## src/rtl/alu_seq_pkg.sv

```systemverilog
// Shared types and constants for the ALU operation sequencer.
package alu_seq_pkg;

    typedef enum logic [1:0] {
        IDLE   = 2'd0,
        SETTLE = 2'd1,
        RESP   = 2'd2
    } state_e;

    localparam logic [3:0]  OP_MAX   = 4'd7;
    localparam logic [3:0]  SEL_PARK = 4'hF;
    localparam int unsigned STAT_W   = 16;
    localparam int unsigned CNT_W    = 4;

endpackage : alu_seq_pkg

```

## src/rtl/alu_op_sequencer.sv

```systemverilog
// Issues one ALU op at a time through the result mux and returns the captured result.
// Optional response statistics counters are enabled with `define ALU_SEQ_STATS_EN.
module alu_op_sequencer
    import alu_seq_pkg::*;
#(
    parameter int unsigned SIZE       = 3,
    parameter int unsigned SETTLE_CYC = 1
) (
    input  logic              clk,
    input  logic              rst_n,
    input  logic              req_valid,
    output logic              req_ready,
    input  logic [3:0]        req_op,
    input  logic [SIZE-1:0]   req_a,
    input  logic [SIZE-1:0]   req_b,
    output logic [SIZE-1:0]   op_a,
    output logic [SIZE-1:0]   op_b,
    output logic [3:0]        mux_sel,
    input  logic [SIZE+1:0]   mux_out,
    output logic              rsp_valid,
    input  logic              rsp_ready,
    output logic [SIZE+1:0]   rsp_data,
    output logic              rsp_err
`ifdef ALU_SEQ_STATS_EN
    ,
    output logic [STAT_W-1:0] stat_ops,
    output logic [STAT_W-1:0] stat_errs
`endif
);

    localparam int unsigned RES_W = SIZE + 2;

    state_e             state_q, state_d;
    logic [CNT_W-1:0]   cnt_q, cnt_d;
    logic [SIZE-1:0]    op_a_q, op_a_d;
    logic [SIZE-1:0]    op_b_q, op_b_d;
    logic [3:0]         mux_sel_q, mux_sel_d;
    logic [RES_W-1:0]   rsp_data_q, rsp_data_d;
    logic               rsp_err_q, rsp_err_d;
    logic               req_ready_q, req_ready_d;
    logic               rsp_valid_q, rsp_valid_d;

    // Next-state, operand capture and result capture.
    always_comb begin
        state_d    = state_q;
        cnt_d      = cnt_q;
        op_a_d     = op_a_q;
        op_b_d     = op_b_q;
        mux_sel_d  = mux_sel_q;
        rsp_data_d = rsp_data_q;
        rsp_err_d  = rsp_err_q;

        unique case (state_q)
            IDLE: begin
                if (req_valid) begin
                    op_a_d = req_a;
                    op_b_d = req_b;
                    if (req_op <= OP_MAX) begin
                        cnt_d     = CNT_W'(SETTLE_CYC - 1);
                        mux_sel_d = req_op;
                        state_d   = SETTLE;
                    end else begin
                        rsp_data_d = '0;
                        rsp_err_d  = 1'b1;
                        state_d    = RESP;
                    end
                end
            end
            SETTLE: begin
                if (cnt_q == '0) begin
                    rsp_data_d = mux_out;
                    rsp_err_d  = 1'b0;
                    mux_sel_d  = SEL_PARK;
                    state_d    = RESP;
                end else begin
                    cnt_d = cnt_q - CNT_W'(1);
                end
            end
            RESP: begin
                if (rsp_ready) begin
                    state_d = IDLE;
                end
            end
            default: begin
                mux_sel_d = SEL_PARK;
                state_d   = IDLE;
            end
        endcase

        // Handshake flags are registered copies of the next-state decode.
        req_ready_d = (state_d == IDLE);
        rsp_valid_d = (state_d == RESP);
    end

    always_ff @(posedge clk or negedge rst_n) begin
        if (!rst_n) begin
            state_q     <= IDLE;
            cnt_q       <= '0;
            op_a_q      <= '0;
            op_b_q      <= '0;
            mux_sel_q   <= SEL_PARK;
            rsp_data_q  <= '0;
            rsp_err_q   <= 1'b0;
            req_ready_q <= 1'b1;
            rsp_valid_q <= 1'b0;
        end else begin
            state_q     <= state_d;
            cnt_q       <= cnt_d;
            op_a_q      <= op_a_d;
            op_b_q      <= op_b_d;
            mux_sel_q   <= mux_sel_d;
            rsp_data_q  <= rsp_data_d;
            rsp_err_q   <= rsp_err_d;
            req_ready_q <= req_ready_d;
            rsp_valid_q <= rsp_valid_d;
        end
    end

    assign req_ready = req_ready_q;
    assign rsp_valid = rsp_valid_q;
    assign op_a      = op_a_q;
    assign op_b      = op_b_q;
    assign mux_sel   = mux_sel_q;
    assign rsp_data  = rsp_data_q;
    assign rsp_err   = rsp_err_q;

`ifdef ALU_SEQ_STATS_EN
    logic [STAT_W-1:0] stat_ops_q, stat_ops_d;
    logic [STAT_W-1:0] stat_errs_q, stat_errs_d;

    // Count completed responses by outcome; both counters wrap naturally.
    always_comb begin
        stat_ops_d  = stat_ops_q;
        stat_errs_d = stat_errs_q;
        if (rsp_valid_q && rsp_ready) begin
            if (rsp_err_q) begin
                stat_errs_d = stat_errs_q + STAT_W'(1);
            end else begin
                stat_ops_d = stat_ops_q + STAT_W'(1);
            end
        end
    end

    always_ff @(posedge clk or negedge rst_n) begin
        if (!rst_n) begin
            stat_ops_q  <= '0;
            stat_errs_q <= '0;
        end else begin
            stat_ops_q  <= stat_ops_d;
            stat_errs_q <= stat_errs_d;
        end
    end

    assign stat_ops  = stat_ops_q;
    assign stat_errs = stat_errs_q;
`endif

endmodule : alu_op_sequencer
```

## config.mk

```make
export PLATFORM = sky130hd
export DESIGN_NAME = alu_op_sequencer
export DESIGN_NICKNAME = d
export VERILOG_FILES = /design/src/rtl/alu_seq_pkg.sv /design/src/rtl/alu_op_sequencer.sv
export SDC_FILE = /design/constraint.sdc
export NUM_CORES = 1
export LEC_CHECK = 0
export BUFFER_PORTS_ARGS = -buffer_cell sky130_fd_sc_hd__buf_2
export CAP_MARGIN = 25
export CORE_ASPECT_RATIO = 1.5
export CORE_MARGIN = 2
export CORE_UTILIZATION = 51
export CTS_BUF_LIST = sky130_fd_sc_hd__clkbuf_4
export CTS_CLUSTER_DIAMETER = 120
export CTS_CLUSTER_SIZE = 10
export DETAILED_ROUTE_END_ITERATION = 6
export PLACE_DENSITY_LB_ADDON = 0.3
export REMOVE_ABC_BUFFERS = 1
export SLEW_MARGIN = 20
export SYNTH_ARGS = -nofsm -noshare
export SYNTH_HDL_FRONTEND = slang
export SYNTH_SLANG_ARGS = --single-unit
```

## constraint.sdc

```tcl
create_clock -name clk -period 1.85 [get_ports clk]
set_input_delay 0.37 -clock clk [delete_from_list [all_inputs] [get_ports clk]]
set_output_delay 0.37 -clock clk [all_outputs]
set_load 0.005 [all_outputs]
```

==> results.sh, run 1 <==
export IMPL_outcome="finished clean"
export IMPL_place_area_mm2=0.00132
export IMPL_netlist_area_mm2=0.00113
export IMPL_synth_seq_cells=24
export IMPL_clk_latency_ps=310
export IMPL_synth_adder_area_share=0.0221
export IMPL_syn2layout_area_growth_pct=21.0
export IMPL_setup_tns_ps=0
export IMPL_antenna_found_initial=0
export IMPL_ctsHoldBuffers=0
export IMPL_grt_pass1_wl_um=3480
export IMPL_internal_power_mw=1.42
export IMPL_synth_area_per_cell_um2=12.4
export IMPL_async_reset_ff_frac=1.00
export IMPL_crit_fanout=11
export IMPL_sw_frac_of_total=0.330
export IMPL_maxCapViolCount=0
export IMPL_clock_skew_ps=4.78
export IMPL_setup_violations_final=0
export IMPL_ioPinCount=37
export IMPL_clk_path_buf_depth=2
export IMPL_die_x_um=42.5
export IMPL_power_frac_comb=0.380
export IMPL_utilization=0.668
export IMPL_start_util=0.552
export IMPL_dpl_hpwl_um=1610
export IMPL_clk_pin_slew_ps=130
export IMPL_cts_buffers=3
export IMPL_synth_cells=91
export IMPL_die_h_um=61.7
export IMPL_crit_required_ps=2040
export IMPL_ys_flop_type="dfrtp_1"
export IMPL_crit_type="flip-flop to flip-flop"
export IMPL_rsz0062_at_grt="no"
export IMPL_synth_enable_flop_cells=0
export IMPL_synth_top_family_by_area="simple AND/OR/NAND/NOR gates"
export IMPL_yosysTopAreaCellShare=0.420
export IMPL_power_leakage_nw=0.637
export IMPL_post_cts_resize_count=0
export IMPL_r2r_start="cnt_q[0]$_DFFE_PN0P_"
export IMPL_startpoint_type="flip-flop"
export IMPL_dr_pass1_iters=4
export IMPL_startpoint="cnt_q[0]$_DFFE_PN0P_"
export IMPL_cts_tree="done"
export IMPL_fmax_mhz=600
export IMPL_yosysMostFrequentCell="dfrtp_1"
export IMPL_drt_first_iter_violations=19
export IMPL_r2r_slack_ps=180
export IMPL_synthMuxAreaShare=0.117
export IMPL_gp_congestion=0.740
export IMPL_grt_pass1_vias=855
export IMPL_fin_crit_sh=0.900
export IMPL_vias=819
export IMPL_p_switching_mw=0.700
export IMPL_slew_violations=0
export IMPL_slew_headroom=0.662
export IMPL_viasPerCell=5.46
export IMPL_hold_viol_final=0
export IMPL_design_die_area_mm2=0.00262
export IMPL_finalPower_mw=2.12
export IMPL_drc=0
export IMPL_sequentialPowerShare=0.444
export IMPL_htree_levels=1
export IMPL_crit_arrival_ps=1860
export IMPL_clockPowerShare=0.176
export IMPL_tightest_slew_ps=507
export IMPL_fin_area_mm2=0.00137
export IMPL_fillCellCount=157
export IMPL_hold_class="input pin to async pin"
export IMPL_grt_max_degree=25
export IMPL_grtUsageTotal=0.177
export IMPL_detail_route_antenna_nets=0
export IMPL_clock_sinks=24
export IMPL_cts_setup_buffers=0
export IMPL_num_rows=20
export IMPL_ys_top_cells_by_count="19 x dfrtp_1, 10 x mux2_2, 9 x nand2_1"
export IMPL_wl_per_cell_um=13.9
export IMPL_finalWirelength_um=2090
export IMPL_antennaDiodeCount=0
export IMPL_synth_simple_area_share=0.165
export IMPL_synth_cell_types=32
export IMPL_layout_cells_non_filler=150
export IMPL_synth_xor_area_frac=0
export IMPL_core_area_mm2=0.00205
export IMPL_synth_area_leader_cell="dfrtp_1"
export IMPL_ys_seq_area_frac=0.536
export IMPL_min_period_ps=1670
export IMPL_port_buffers=36
export IMPL_layout_drive_gt1_share=0.516
export IMPL_synth_compound_area_frac=0.120
export IMPL_dp_cells=146
export IMPL_vdd_ir_drop_max_v=0.000846
export IMPL_synth_warnings=0
export IMPL_grt_overflow=0
export IMPL_cts_root_buf="clkbuf_4"
export IMPL_nets=150
export IMPL_netlist_top_cells_area="dfrtp_1 42%, dfstp_2 12%, mux2_2 9.9%"
export IMPL_power_density_mw_per_mm2=1550
export IMPL_end_kind="flip-flop"
## cell families after synthesis
| kind of cell | Yosys count |
|---|---|
| buf+inv | 7 |
| mux | 12 |
| compound gates | 18 |
| simple gates | 28 |
| flops | 24 |
| fa+ha+maj | 2 |
## placed cells by master, fill, tap and decap left out
cell type and count:
nand2b_2 1, a21oi_1 1, mux2i_1 2, and2_1 1, nor2_1 1, nor4_1 1
nand4bb_1 1, o21ai_1 3, buf_2 36, nor3b_4 2, o211ai_2 2, o21ai_2 2
clkbuf_4 3, ha_1 2, o21ai_0 3, o22a_1 3, mux2_2 10, nor2b_1 2
nand2b_1 1, nand3b_1 1, buf_4 2, o32a_1 1, o31ai_1 1, inv_1 2
or2_2 1, o21bai_1 2, nor3b_1 1, nand3_1 5, dfstp_2 5, or4b_4 1
nand2_1 9, bufinv_16 1, dfrtp_1 19
## final timing paths
path                                                 to  cells past startpoint
worst max-delay path            rsp_data[1]$_DFFE_PN0P_                      6
worst min-delay path                op_b[2]$_DFFE_PN0P_                      1
worst max register to register  rsp_data[1]$_DFFE_PN0P_                      6
worst min register to register      op_b[1]$_DFFE_PN0P_                      1
max in group asynchronous           req_ready$_DFF_PN1_                      1
min in group clk                    op_a[1]$_DFFE_PN0P_                      2
## sequential cells by signal, indices dropped and copies added (netlist names)
register and flops:
op_a 3, req_ready 1, state_q 2, rsp_data 5, rsp_valid 1, op_b 3
cnt_q 4, rsp_err 1, mux_sel 4
## metrics by stage
| step | hold slack [ps] | worst slack, ps |
|---|---|---|
| 6_report | 8.78 | 184 |
| 5_1_grt | 37.0 | 91.8 |
| 4_1_cts | 18.4 | 170 |
| 3_5_place_dp | 372 | 193 |
| 3_3_place_gp | 367 | 345 |
| 2_1_floorplan | 74.4 | -49.2 |
## per-layer routing
layer	vias up	track usage	routed length, um
met1	394	0.193	870
li1	396	-	-
met3	4	0.0260	89
met2	25	0.345	1100
met4	0	0.0670	33
met5	-	0	0
## power by group through the flow
stage | sequential (mW) | combinational (mW) | clock [mW]
2_1_floorplan | 0.945 | 0.481 | 0
3_3_place_gp | 0.938 | 0.778 | 0
3_5_place_dp | 0.957 | 0.814 | 0
4_1_cts | 0.945 | 0.817 | 0.382
5_1_grt | 0.975 | 0.890 | 0.403
6_report | 0.943 | 0.806 | 0.373
## critical path, cell delays in order, from the launching register on
cell     delay [ps]
dfrtp_1         450
inv_1           100
ha_1            160
nor3b_1         200
buf_4           210
and2_1          280
o21ai_0         150
## layout make-up
cell class | count | area, um^2 | area share
Tap cell | 22 | 27.5 | 0.0201
Clock buffer | 3 | 22.5 | 0.0164
Clock inverter | 1 | 30.0 | 0.0219
Timing Repair Buffer | 38 | 195 | 0.142
Sequential cell | 24 | 607 | 0.443
Multi-Input combinational cell | 60 | 480 | 0.351
Inverter | 2 | 7.51 | 0.00548
Note: power is estimated with default switching activity, not from simulation.
==> run 2, diff against run 1 <==
--- a/config.mk
+++ b/config.mk
@@ -15,7 +15,6 @@
 export CTS_CLUSTER_SIZE = 10
 export DETAILED_ROUTE_END_ITERATION = 6
 export PLACE_DENSITY_LB_ADDON = 0.3
-export REMOVE_ABC_BUFFERS = 1
 export SLEW_MARGIN = 20
 export SYNTH_ARGS = -nofsm -noshare
 export SYNTH_HDL_FRONTEND = slang
==> results.sh, run 2 (synthesis results as in run 1) <==
export IMPL_outcome="finished clean"
export IMPL_clk_latency_ps=300
export IMPL_internal_power_mw=1.30
export IMPL_clk_path_buf_depth=2
export IMPL_finalWirelength_um=2050
export IMPL_startpoint_type="flip-flop"
export IMPL_cp_num_buf_inv=1
export IMPL_drt_first_iter_violations=15
export IMPL_sw_frac_of_total=0.344
export IMPL_end_kind="flip-flop"
export IMPL_slew_headroom=0.650
export IMPL_slew_violations=0
export IMPL_start_util=0.552
export IMPL_crit_required_ps=2040
export IMPL_clock_sinks=24
export IMPL_crit_chain="inv_1 -> ha_1 -> nor3b_2 -> and2_1 -> o21ai_0"
export IMPL_antenna_found_initial=0
export IMPL_cts_root_buf="clkbuf_4"
export IMPL_min_period_ps=1540
export IMPL_fmax_mhz=650
export IMPL_clk_pin_slew_ps=120
export IMPL_port_buffers=36
export IMPL_reg2regPathDepth=5
export IMPL_tightest_slew_ps=526
export IMPL_clock_skew_ps=4.53
export IMPL_grt_pass1_wl_um=3550
export IMPL_setup_tns_ps=0
export IMPL_num_rows=20
export IMPL_crit_fanout=8
export IMPL_setup_violations_final=0
export IMPL_vdd_ir_drop_max_v=0.000795
export IMPL_detail_route_antenna_nets=0
export IMPL_hold_class="input pin to async pin"
export IMPL_crit_arrival_ps=1720
export IMPL_drc=0
export IMPL_die_h_um=61.7
export IMPL_dpl_hpwl_um=1610
export IMPL_layout_drive_gt1_share=0.519
export IMPL_dr_pass1_iters=4
export IMPL_cts_setup_buffers=0
export IMPL_fin_crit_sh=0.831
export IMPL_regArea_um2=607
export IMPL_viasPerCell=5.35
export IMPL_grt_pass1_vias=879
export IMPL_nets=151
export IMPL_grt_overflow=0
export IMPL_crit_type="flip-flop to flip-flop"
export IMPL_multiInputGateArea_um2=485
export IMPL_finalPower_mw=1.99
export IMPL_grt_max_degree=25
export IMPL_synth_nets=112
export IMPL_crit_family="simple AND/OR/NAND/NOR gates"
export IMPL_maxCapViolCount=0
export IMPL_fillCellCount=174
export IMPL_layout_commonest_cell="buf_2"
export IMPL_power_leakage_nw=0.633
export IMPL_syn2layout_area_growth_pct=19.8
export IMPL_sequentialPowerShare=0.474
export IMPL_rsz0062_at_grt="no"
export IMPL_clockPowerShare=0.113
export IMPL_ctsHoldBuffers=0
export IMPL_hold_viol_final=0
export IMPL_crit_path_top_delay_cell="dfrtp_1"
export IMPL_antennaDiodeCount=0
export IMPL_power_frac_comb=0.413
export IMPL_largest_reg_flops=5
export IMPL_cts_buffers=3
export IMPL_design_die_area_mm2=0.00262
export IMPL_gp_congestion=0.732
export IMPL_cts_tree="done"
export IMPL_p_switching_mw=0.683
export IMPL_die_x_um=42.5
export IMPL_r2r_slack_ps=310
export IMPL_htree_levels=1
export IMPL_vias=808
export IMPL_grtUsageTotal=0.180
export IMPL_slowest_delay_ps=450
export IMPL_core_area_mm2=0.00205
export IMPL_ioPinCount=37
export IMPL_wl_per_cell_um=13.5
export IMPL_final_cell_mix="36 x buf_2, 19 x dfrtp_1, 10 x mux2_2, 9 x nand2_1"
export IMPL_power_density_mw_per_mm2=1460
export IMPL_cp_depth=5
export IMPL_utilization=0.661
run 2: final cells by class:
| class | count | share of cell area |
|---|---|---|
| Multi-Input combinational cell | 60 | 0.358 |
| Sequential cell | 24 | 0.447 |
| Clock inverter | 1 | 0.00277 |
| Inverter | 2 | 0.00554 |
| Tap cell | 22 | 0.0203 |
| Timing Repair Buffer | 39 | 0.149 |
| Clock buffer | 3 | 0.0166 |
run 2: stage by stage:
step	std cells	setup slack [ps]	hold slack (ps)	cell area [um^2]
after floorplan	91	411	74.4	1130
final	151	312	22.0	1360
after CTS	151	126	23.7	1350
after global routing	151	164	64.2	1360
after detailed placement	147	161	371	1330
after global placement	147	283	371	1330
run 2: repair_timing:
| action | CTS | global route |
|---|---|---|
| endpoints found under the setup margin | 0 | 2 |
| hold endpoints to repair | 0 | 0 |
| resized for setup | 0 | 1 |
run 2: final timing paths:
path,startpoint,end
setup / recovery,cnt_q[0]$_DFFE_PN0P_,rsp_data[1]$_DFFE_PN0P_
hold / removal,rst_n,cnt_q[2]$_DFFE_PN0P_
setup reg to reg,cnt_q[0]$_DFFE_PN0P_,rsp_data[1]$_DFFE_PN0P_
hold reg to reg,rsp_err$_DFFE_PN0P_,rsp_err$_DFFE_PN0P_
max in group asynchronous,rst_n,req_ready$_DFF_PN1_
min in group clk,req_valid,req_ready$_DFF_PN1_
run 2: power by group through the flow:
stage               Clock (mW)  Combinational [mW]  Sequential [mW]
global route             0.244               0.916            0.982
global placement             0               0.802            0.936
CTS                      0.233               0.831            0.943
floorplan                    0               0.579            0.908
finish                   0.223               0.820            0.942
detailed placement           0               0.828            0.953
run 2: metal layers:
metal,GRT usage,vias up,part of all wire
li1,-,398,-
met1,0.194,383,0.38
met2,0.338,25,0.57
met3,0.0231,2,0.042
met4,0.107,0,0.0093
met5,0,-,0
